### src/rtl/core_div_pkg.sv
// Shared definitions for the EX-stage iterative divider: operation and
// state encodings, datapath width, iteration count and a negate helper.
package core_div_pkg;

    localparam int XLEN     = 32;
    localparam int DIV_ITER = 32;

    typedef enum logic [1:0] {
        DIV_OP_DIV  = 2'b00,
        DIV_OP_DIVU = 2'b01,
        DIV_OP_REM  = 2'b10,
        DIV_OP_REMU = 2'b11
    } div_op_e;

    typedef enum logic [1:0] {
        IDLE = 2'b00,
        CALC = 2'b01,
        DONE = 2'b10
    } div_state_e;

    // Two's-complement negate when the flag is set.
    function automatic logic [XLEN-1:0] neg_if(input logic [XLEN-1:0] v, input logic n);
        return n ? (~v + 1'b1) : v;
    endfunction

endpackage

### src/rtl/div_step.sv
// One restoring-division step: shift {rem,quot} left, trial-subtract the
// divisor, keep the difference and set the quotient LSB when it is >= 0.
module div_step
    import core_div_pkg::*;
(
    input  logic [XLEN-1:0] rem,
    input  logic [XLEN-1:0] quot,
    input  logic [XLEN-1:0] divisor,
    output logic [XLEN-1:0] rem_next,
    output logic [XLEN-1:0] quot_next
);

    logic [XLEN:0]   rem_sh;
    logic [XLEN+1:0] trial;
    logic            fits;

    // Trial subtraction; one guard bit beyond the 33-bit shifted remainder keeps the sign.
    always_comb begin
        rem_sh    = {rem, quot[XLEN-1]};
        trial     = {1'b0, rem_sh} - {2'b00, divisor};
        fits      = ~trial[XLEN+1];
        rem_next  = fits ? trial[XLEN-1:0] : rem_sh[XLEN-1:0];
        quot_next = {quot[XLEN-2:0], fits};
    end

endmodule

### src/rtl/ex_div_unit.sv
// EX-stage radix-2 RV32M divider (DIV/DIVU/REM/REMU) writing the register
// file directly. 33-cycle latency; busy_o stalls the pipeline.
// Optional macro DIV_FAST_SPECIAL_EN: divide-by-zero and signed overflow
// complete straight from IDLE with a precomputed result (latency 1).
module ex_div_unit #(
    parameter int XLEN  = 32,
    parameter int CNT_W = 6
) (
    input  logic            clk,
    input  logic            rst_n,
    input  logic            start_i,
    input  logic [1:0]      op_i,
    input  logic [XLEN-1:0] dividend_i,
    input  logic [XLEN-1:0] divisor_i,
    input  logic [4:0]      waddr_i,
    input  logic            flush_i,
    output logic            busy_o,
    output logic [4:0]      reg_waddr_o,
    output logic [XLEN-1:0] reg_wdata_o,
    output logic            reg_wen_o
);

    import core_div_pkg::*;

    div_state_e      state_q, state_d;
    logic [CNT_W-1:0] cnt_q;
    div_op_e         op_q;
    logic [4:0]      waddr_q;
    logic [XLEN-1:0] rem_q, quot_q, divisor_q;
    logic            qneg_q, rneg_q;
    logic            wen_q;

    logic            accept;
    logic            signed_op, a_neg, b_neg, div_zero;
    logic [XLEN-1:0] a_abs, b_abs;
    logic            special;
    logic [XLEN-1:0] special_res;
    logic [XLEN-1:0] rem_nx, quot_nx;
    logic [XLEN-1:0] final_res;
    logic            last_iter;

    div_step u_step (
        .rem       (rem_q),
        .quot      (quot_q),
        .divisor   (divisor_q),
        .rem_next  (rem_nx),
        .quot_next (quot_nx)
    );

    // Operand conditioning at issue: magnitudes and result sign flags.
    always_comb begin
        accept    = (state_q == IDLE) && start_i && !flush_i;
        signed_op = ~op_i[0];
        a_neg     = signed_op & dividend_i[XLEN-1];
        b_neg     = signed_op & divisor_i[XLEN-1];
        a_abs     = a_neg ? (~dividend_i + 1'b1) : dividend_i;
        b_abs     = b_neg ? (~divisor_i + 1'b1) : divisor_i;
        div_zero  = (divisor_i == '0);
    end

`ifdef DIV_FAST_SPECIAL_EN
    logic ovf;
    // Early-out detection of RISC-V special cases at issue.
    always_comb begin
        ovf         = signed_op && (dividend_i == {1'b1, {(XLEN-1){1'b0}}}) && (divisor_i == '1);
        special     = div_zero | ovf;
        special_res = '0;
        if (div_zero)
            special_res = op_i[1] ? dividend_i : '1;
        else if (ovf)
            special_res = op_i[1] ? '0 : {1'b1, {(XLEN-1){1'b0}}};
    end
`else
    // No early-out: special cases flow through the iterative path.
    always_comb begin
        special     = 1'b0;
        special_res = '0;
    end
`endif

    // Sign-corrected result taken from the final iteration's step output.
    always_comb begin
        last_iter = (cnt_q == CNT_W'(DIV_ITER - 1));
        if (op_q == DIV_OP_REM || op_q == DIV_OP_REMU)
            final_res = neg_if(rem_nx, rneg_q);
        else
            final_res = neg_if(quot_nx, qneg_q);
    end

    // State register.
    always_ff @(posedge clk) begin
        if (!rst_n)
            state_q <= IDLE;
        else
            state_q <= state_d;
    end

    // Next-state logic and stall output; flush always wins.
    always_comb begin
        state_d = state_q;
        busy_o  = (state_q != IDLE);
        case (state_q)
            IDLE:    if (accept) state_d = special ? DONE : CALC;
            CALC:    if (last_iter) state_d = DONE;
            DONE:    state_d = IDLE;
            default: state_d = IDLE;
        endcase
        if (flush_i)
            state_d = IDLE;
    end

    // Datapath registers and registered write-port values (zero outside DONE).
    always_ff @(posedge clk) begin
        if (!rst_n) begin
            cnt_q       <= '0;
            op_q        <= DIV_OP_DIV;
            waddr_q     <= '0;
            rem_q       <= '0;
            quot_q      <= '0;
            divisor_q   <= '0;
            qneg_q      <= 1'b0;
            rneg_q      <= 1'b0;
            wen_q       <= 1'b0;
            reg_waddr_o <= '0;
            reg_wdata_o <= '0;
        end else begin
            wen_q       <= 1'b0;
            reg_waddr_o <= '0;
            reg_wdata_o <= '0;
            case (state_q)
                IDLE: begin
                    if (accept) begin
                        op_q      <= div_op_e'(op_i);
                        waddr_q   <= waddr_i;
                        rem_q     <= '0;
                        quot_q    <= a_abs;
                        divisor_q <= b_abs;
                        // Divide-by-zero must yield all-ones regardless of dividend sign.
                        qneg_q    <= (a_neg ^ b_neg) & ~div_zero;
                        rneg_q    <= a_neg;
                        cnt_q     <= '0;
                        if (special) begin
                            wen_q       <= (waddr_i != '0);
                            reg_waddr_o <= waddr_i;
                            reg_wdata_o <= special_res;
                        end
                    end
                end
                CALC: begin
                    rem_q  <= rem_nx;
                    quot_q <= quot_nx;
                    cnt_q  <= cnt_q + 1'b1;
                    if (last_iter && !flush_i) begin
                        wen_q       <= (waddr_q != '0);
                        reg_waddr_o <= waddr_q;
                        reg_wdata_o <= final_res;
                    end
                end
                default: ;
            endcase
        end
    end

    // A flush arriving during DONE cancels the pending write.
    always_comb begin
        reg_wen_o = wen_q & ~flush_i;
    end

endmodule
### config.mk
export PLATFORM = sky130hd
export DESIGN_NAME = ex_div_unit
export DESIGN_NICKNAME = d
export VERILOG_FILES = /design/src/rtl/core_div_pkg.sv /design/src/rtl/div_step.sv /design/src/rtl/ex_div_unit.sv
export SDC_FILE = /design/constraint.sdc
export NUM_CORES = 1
export LEC_CHECK = 0
export ABC_CLOCK_PERIOD_IN_PS = 6800
export BUFFER_PORTS_ARGS = -buffer_cell sky130_fd_sc_hd__buf_2
export CAP_MARGIN = 20
export CORE_MARGIN = 8
export CORE_UTILIZATION = 60
export CTS_CLUSTER_DIAMETER = 100
export CTS_CLUSTER_SIZE = 20
export DETAILED_ROUTE_END_ITERATION = 8
export GPL_TIMING_DRIVEN = 0
export HOLD_SLACK_MARGIN = 0.06
export MAX_ROUTING_LAYER = met4
export PLACE_DENSITY = 0.79
export SETUP_SLACK_MARGIN = 0.02
export SYNTH_ARGS = -nofsm -noshare
export SYNTH_HDL_FRONTEND = slang
export SYNTH_SLANG_ARGS = --single-unit
### constraint.sdc
create_clock -name clk -period 6.8 [get_ports clk]
set_clock_uncertainty 0.15 [all_clocks]
set_input_delay 0.34 -clock clk [delete_from_list [all_inputs] [get_ports clk]]
set_output_delay 0.34 -clock clk [all_outputs]
set_load 0.01 [all_outputs]
-- After elaboration in Yosys (flattened, before gate mapping)
Index checks and enable logic that the tools add are counted.
Widths: inputs -> output; s select.
- register bits: 151
- input bits: 75
- output and inout bits: 39
- word-level logic and storage cells: 68
- $add $sub $neg: 6
- equal/unequal tests: 6
- muxes and demuxes: 15
- bitwise logic cells: 14
- reduce and logical (&&, ||, !) cells: 15
- operators by type and width (cell ; count):
    $mux 32 ; 8
    $add 32x1->32 const B ; 4
    $not 32->32 ; 4
    $pmux 32 s2 ; 2
    $sub 33x32->34 ; 1
    $logic_not 32->1 ; 1
    $pmux 6 s2 ; 1
    $add 6x1->6 const B ; 1
    $eq 6x5->1 const B ; 1
    $mux 6 ; 1
    $reduce_and 2->1 ; 3
    $not 1->1 ; 5
    $reduce_bool 5->1 ; 1
    $and 1x1->1 ; 4
    $eq 2x2->1 const B ; 2
    $mux 2 ; 2
    $ne 2x2->1 const B ; 2
    $pmux 2 s2 ; 1
    $reduce_bool 2->1 ; 2
    $logic_and 1x1->1 ; 3
    $reduce_and 3->1 ; 1
    $eq 2x1->1 const B ; 1
    $logic_not 2->1 ; 1
    $reduce_or 2->1 ; 1
    other kinds (3) ; 3

-- Longest topological paths before layout
- word-level depth: 6
- mapped depth: 24
- depth with buffers taken out: 19

-- Hierarchy
A second synthesis with hierarchy kept.
- cells, all modules: 1443
- area, all modules: 10880.4 um2
- by module, submodules not included (module ; instances ; cells an instance ; area an instance (um2) ; sequential area each (um2)):
    ex_div_unit ; 1 ; 1039 ; 8266.7 ; 3002.9
    div_step ; 1 ; 404 ; 2613.8 ; 0.0

-- Worst setup path after synthesis
No wires, ideal clock.
- path type: register -> register
- from: register divisor_q[24]
- to: register reg_wdata_o[30]
- setup time: 0.062 ns
- data arrival time: 4.620 ns
- data required time: 6.588 ns
- slack: 1.968 ns
- cell stages (with the launch flop): 23
- path buffers: 5
- period minus slack after synthesis: 4.832 ns
- cell sequence: dfxtp_1 -> inv_1 -> ha_1 -> buf_6 -> a21oi_4 -> o21ai_2 -> a221oi_4 -> a21oi_2 -> or3_4 -> buf_6 -> buf_2 -> buf_2 -> buf_1 -> o21ai_0 -> ha_1 -> nand2_1 -> nor3_1 -> o211ai_1 -> mux2_2 -> nand3b_1 -> or3_1 -> or4b_1 -> nand3_1
- word-level cells in the longest chain between the ends: 6
- ends and longest elaborated chain (item ; line ; source):
    start, declared ; ex_div_unit.sv:29 ; logic [XLEN-1:0] rem_q, quot_q, divisor_q;
    start signal, assigned ; ex_div_unit.sv:137 ; divisor_q <= b_abs;
    $sub 33x32->34 (*) ; div_step.sv:20 ; trial = {1'b0, rem_sh} - {2'b00, divisor};
    $mux 32 / $not 1->1 (equally long branches) ; div_step.sv:22, div_step.sv:21 ;
    $not 32->32 ; core_div_pkg.sv:23 ; return n ? (~v + 1'b1) : v;
    $add 32x1->32 ; core_div_pkg.sv:23 ;
    $mux 32 ; core_div_pkg.sv:23 ;
    $mux 32 (*) ; ex_div_unit.sv:84 ; if (op_q == DIV_OP_REM || op_q == DIV_OP_REMU)
    end signal, assigned ; ex_div_unit.sv:145 ; reg_wdata_o <= special_res;
    end signal, assigned ; ex_div_unit.sv:156 ; reg_wdata_o <= final_res;
    end, declared ; ex_div_unit.sv:19 ; output logic [XLEN-1:0] reg_wdata_o,
Every way passes the cells marked *; elsewhere a longest branch is shown, timed or not.
A chain may end at the register's enable or synchronous reset.

-- Worst setup path after layout
- from: register rem_q[11]
- to: register reg_wdata_o[28]
- word-level cells in the longest chain between the ends: 6
- ends and longest elaborated chain (item ; line ; source):
    start, declared ; ex_div_unit.sv:29 ;
    start signal, assigned ; ex_div_unit.sv:150 ; rem_q <= rem_nx;
    $sub 33x32->34 ; div_step.sv:20 ;
    $mux 32 / $not 1->1 (equally long branches) ; div_step.sv:22, div_step.sv:21 ;
    $not 32->32 ; core_div_pkg.sv:23 ;
    $add 32x1->32 ; core_div_pkg.sv:23 ;
    $mux 32 ; core_div_pkg.sv:23 ;
    $mux 32 (*) ; ex_div_unit.sv:84 ;
Marks and branches as above.

==> out/metrics.yaml <==
outcome:
  status: "complete, no violations"
timing:
  hold_viol_final: 0
  drv_slew: 0
  fin_crit_sh: 0.9122
  max_freq_mhz: 161.2
  slew_headroom: 0.3902
  min_period_ns: 6.203
  grt_setup_unrepaired: "false"
  hold-worst-slack_ns: 0.07429
  fin_ws_ns: 0.5973
  setup_viol: 0
  fin_setup_tns_ns: 0
  worst_slew_pin_slew_ns: 0.9147
placement:
  pre_cts_slack_ns: 0.7124
  port-buffer-count: 113
  dp_hpwl_mm: 28.44
  gp_congestion: 0.9869
  dpl-instance-area_um2: 11670
finish:
  final_cell_mix: "177 x nor2_1, 150 x dfxtp_1, 149 x nand2_1, 137 x a21oi_1, 126 x buf_2"
  layout_commonest_cell: "nor2_1"
  syn2layout_area_growth_pct: 13.96
  multiInputGateArea_um2: 7246
  antenna_cells: 0
  register_area_um2: 3003
  layout-drive-gt1-share: 0.1216
  fill_cells: 1590
  final_area_um2: 12330
  fin_nets: 1712
die:
  floorplan.die.width_um: 150.3
  initial_core_util: 0.6064
  ios: 114
  coreArea_um2: 17840
  dieArea_um2: 22580
  rows: 49
  die_y_um: 150.3
worst_setup_path:
  critical_path.max_stage_delay_ns: 0.57
  cp_data_required_time_ns: 6.96
  crit_type: "flip-flop to flip-flop"
  crit_top_cell: "buf_2"
  critPathArrivalTime_ns: 6.36
  cp-end-kind: "flip-flop"
  path_cells: "ha_1 -> buf_2 -> a21oi_1 -> o21ai_1 -> a22oi_1 -> a311oi_2 -> or3_4 -> buf_6 -> buf_2 -> buf_2 -> clkbuf_2 -> o21ai_0 -> ha_1 -> nand2_1 -> nor3_1 -> o211ai_1 -> mux2_2 -> nand3b_1 -> nor4b_1 -> nand4_1 -> mux2i_1 -> nand2_1"
  cp.buffers_inverters: 5
  path_max_fanout: 10
  path_delay_family: "compound AO/OA/AOI/OAI gates"
  reg2reg_from: "rem_q[11]$_SDFFE_PN0P_"
  r2r_setup_slack_ns: 0.60
  timing.rr.end: "reg_wdata_o[28]$_SDFF_PN0_"
  r2r_cells: 22
  startpoint_type: "flip-flop"
  crit_path_top_delay_cell: "o21ai_0"
min_path:
  hold_path.class: "input port to flip-flop"
  hold_path_depth: 3
  hp-start: "divisor_i[24]"
  hold-path-endpoint: "divisor_q[24]$_SDFFE_PN0P_"
yosys:
  postSynthCellCount: 1459
  synth_area_um2: 10820
  ys_ff_latch: 150
  ys.flop_type: "dfxtp_1"
  ys_seq_area_frac: 0.2776
  synth.avg_cell_area_um2: 7.415
  synth_edf_count: 0
  yosysWarnings: 0
  synth_nets: 1572
  async_reset_ff_frac: 0
  yosysUniqueCellTypes: 82
cts:
  cts.sinks: 150
  cts_tree: "done"
  cts.clk_slew.worst_paths_ns: 0.07
  clock_path_buffers: 2
  root_buffer: "clkbuf_16"
  cts_buffers: 17
  post_cts_buffers: 0
  insertion_delay_ns: 0.43
  h-tree-depth: 4
power:
  power_leakage_uw: 0.004845
  power_density_nw_per_um2: 195.2
  vdd_drop_max_uv: 197.2
global_route:
  grt_pass1_vias: 10640
  grt_max_degree: 17
  track_usage: 0.3286
  grt_pass1_wl_mm: 56.86
  antenna_found_initial: 0
  grt_overflow: 0
route:
  drc: 0
  first_iter_violations: 1201
  wl_mm: 36.21
  drt_pass1_iterations: 6
  final_antenna_net_count: 0
  vias: 11590
  wl_per_cell_um: 19.67
  vias_per_cell: 6.298
flow_run:
  cap_viol_max_count: 0
## power by group
group	switching (uW)	leakage [uW]	internal, uW
clock	421	0.000265	512
sequential	30.8	0.00122	906
combinational	340	0.00336	196
## sequential cells by signal, indices dropped and copies added (netlist names), 2 cells and up
name         cells
divisor_q       32
quot_q          32
reg_wdata_o     32
rem_q           32
cnt_q            6
reg_waddr_o      5
waddr_q          5
state_q          2
## per-stage QoR
stage	util	total power (uW)	cells
floorplan	-	1313	1459
global placement	0.6541	1463	1801
detailed placement	0.6541	1470	1801
CTS	0.6906	2390	1841
global route	0.6910	2493	1841
finish	0.6910	2406	1841
## kinds of logic (layout without fill, tap and decap cells)
kind of cell / Yosys count / after routing / synth area share
fa+ha+maj: 38 / 38 / 0.04464
xor+xnor: 126 / 126 / 0.1020
mux: 25 / 25 / 0.02406
flops: 150 / 150 / 0.2776
simple gates: 543 / 543 / 0.2384
buf+inv: 145 / 298 / 0.05320
compound gates: 432 / 432 / 0.2601
## routing by layer
metal,up-vias,global-route usage,routed length [um],share of wire
met1,5369,0.4358,15350,0.42
met5,-,-,0,0
met3,81,0.07033,3770,0.10
met4,0,0.1204,1227,0.034
li1,5543,-,-,-
met2,601,0.4827,15860,0.44
## worst max path at each step
| stage | start | endpoint | cells past startpoint |
|---|---|---|---|
| global route | rem_q[11]$_SDFFE_PN0P_ | reg_wdata_o[28]$_SDFF_PN0_ | 22 |
| floorplan | divisor_q[24]$_SDFFE_PN0P_ | reg_wdata_o[30]$_SDFF_PN0_ | 22 |
| CTS | divisor_q[4]$_SDFFE_PN0P_ | reg_wdata_o[30]$_SDFF_PN0_ | 22 |
| detailed placement | rem_q[3]$_SDFFE_PN0P_ | reg_wdata_o[22]$_SDFF_PN0_ | 22 |
| global placement | rem_q[11]$_SDFFE_PN0P_ | reg_wdata_o[28]$_SDFF_PN0_ | 22 |
| finish | rem_q[11]$_SDFFE_PN0P_ | reg_wdata_o[28]$_SDFF_PN0_ | 22 |
## Yosys cell counts (39+ instances only)
cell,count,area [um2]
o21ai_0,63,315.3
a211oi_1,43,322.8
nor3_1,39,195.2
nand2_1,149,559.3
xor2_1,46,402.9
dfxtp_1,150,3003
nand3_1,39,195.2
nor2_1,177,664.4
xnor2_1,80,700.7
a21oi_1,137,685.7
clkbuf_1,64,240.2
inv_1,59,221.5
## tightest hold or removal path, cell delays in order
cell and delay, ns:
buf_2 0.09, xnor2_1 0.11, a211oi_1 0.06
## repair_timing
action / CTS / global route
hold buffers: 8 / 0
resized for setup: 0 / 1
endpoints found under the hold margin: 8 / 0
setup endpoints to repair: 0 / 1
## cell type report
cell class / instances / share of cell area
timing repair buffer: 121 / 0.05237
sequential: 150 / 0.2436
inverter: 59 / 0.01796
tap: 229 / 0.02324
clock buffer: 17 / 0.03451
clock inverter: 15 / 0.01177
multi-input combinational: 1164 / 0.5877
buffer: 86 / 0.02882
(Power assumes the default switching activity.)
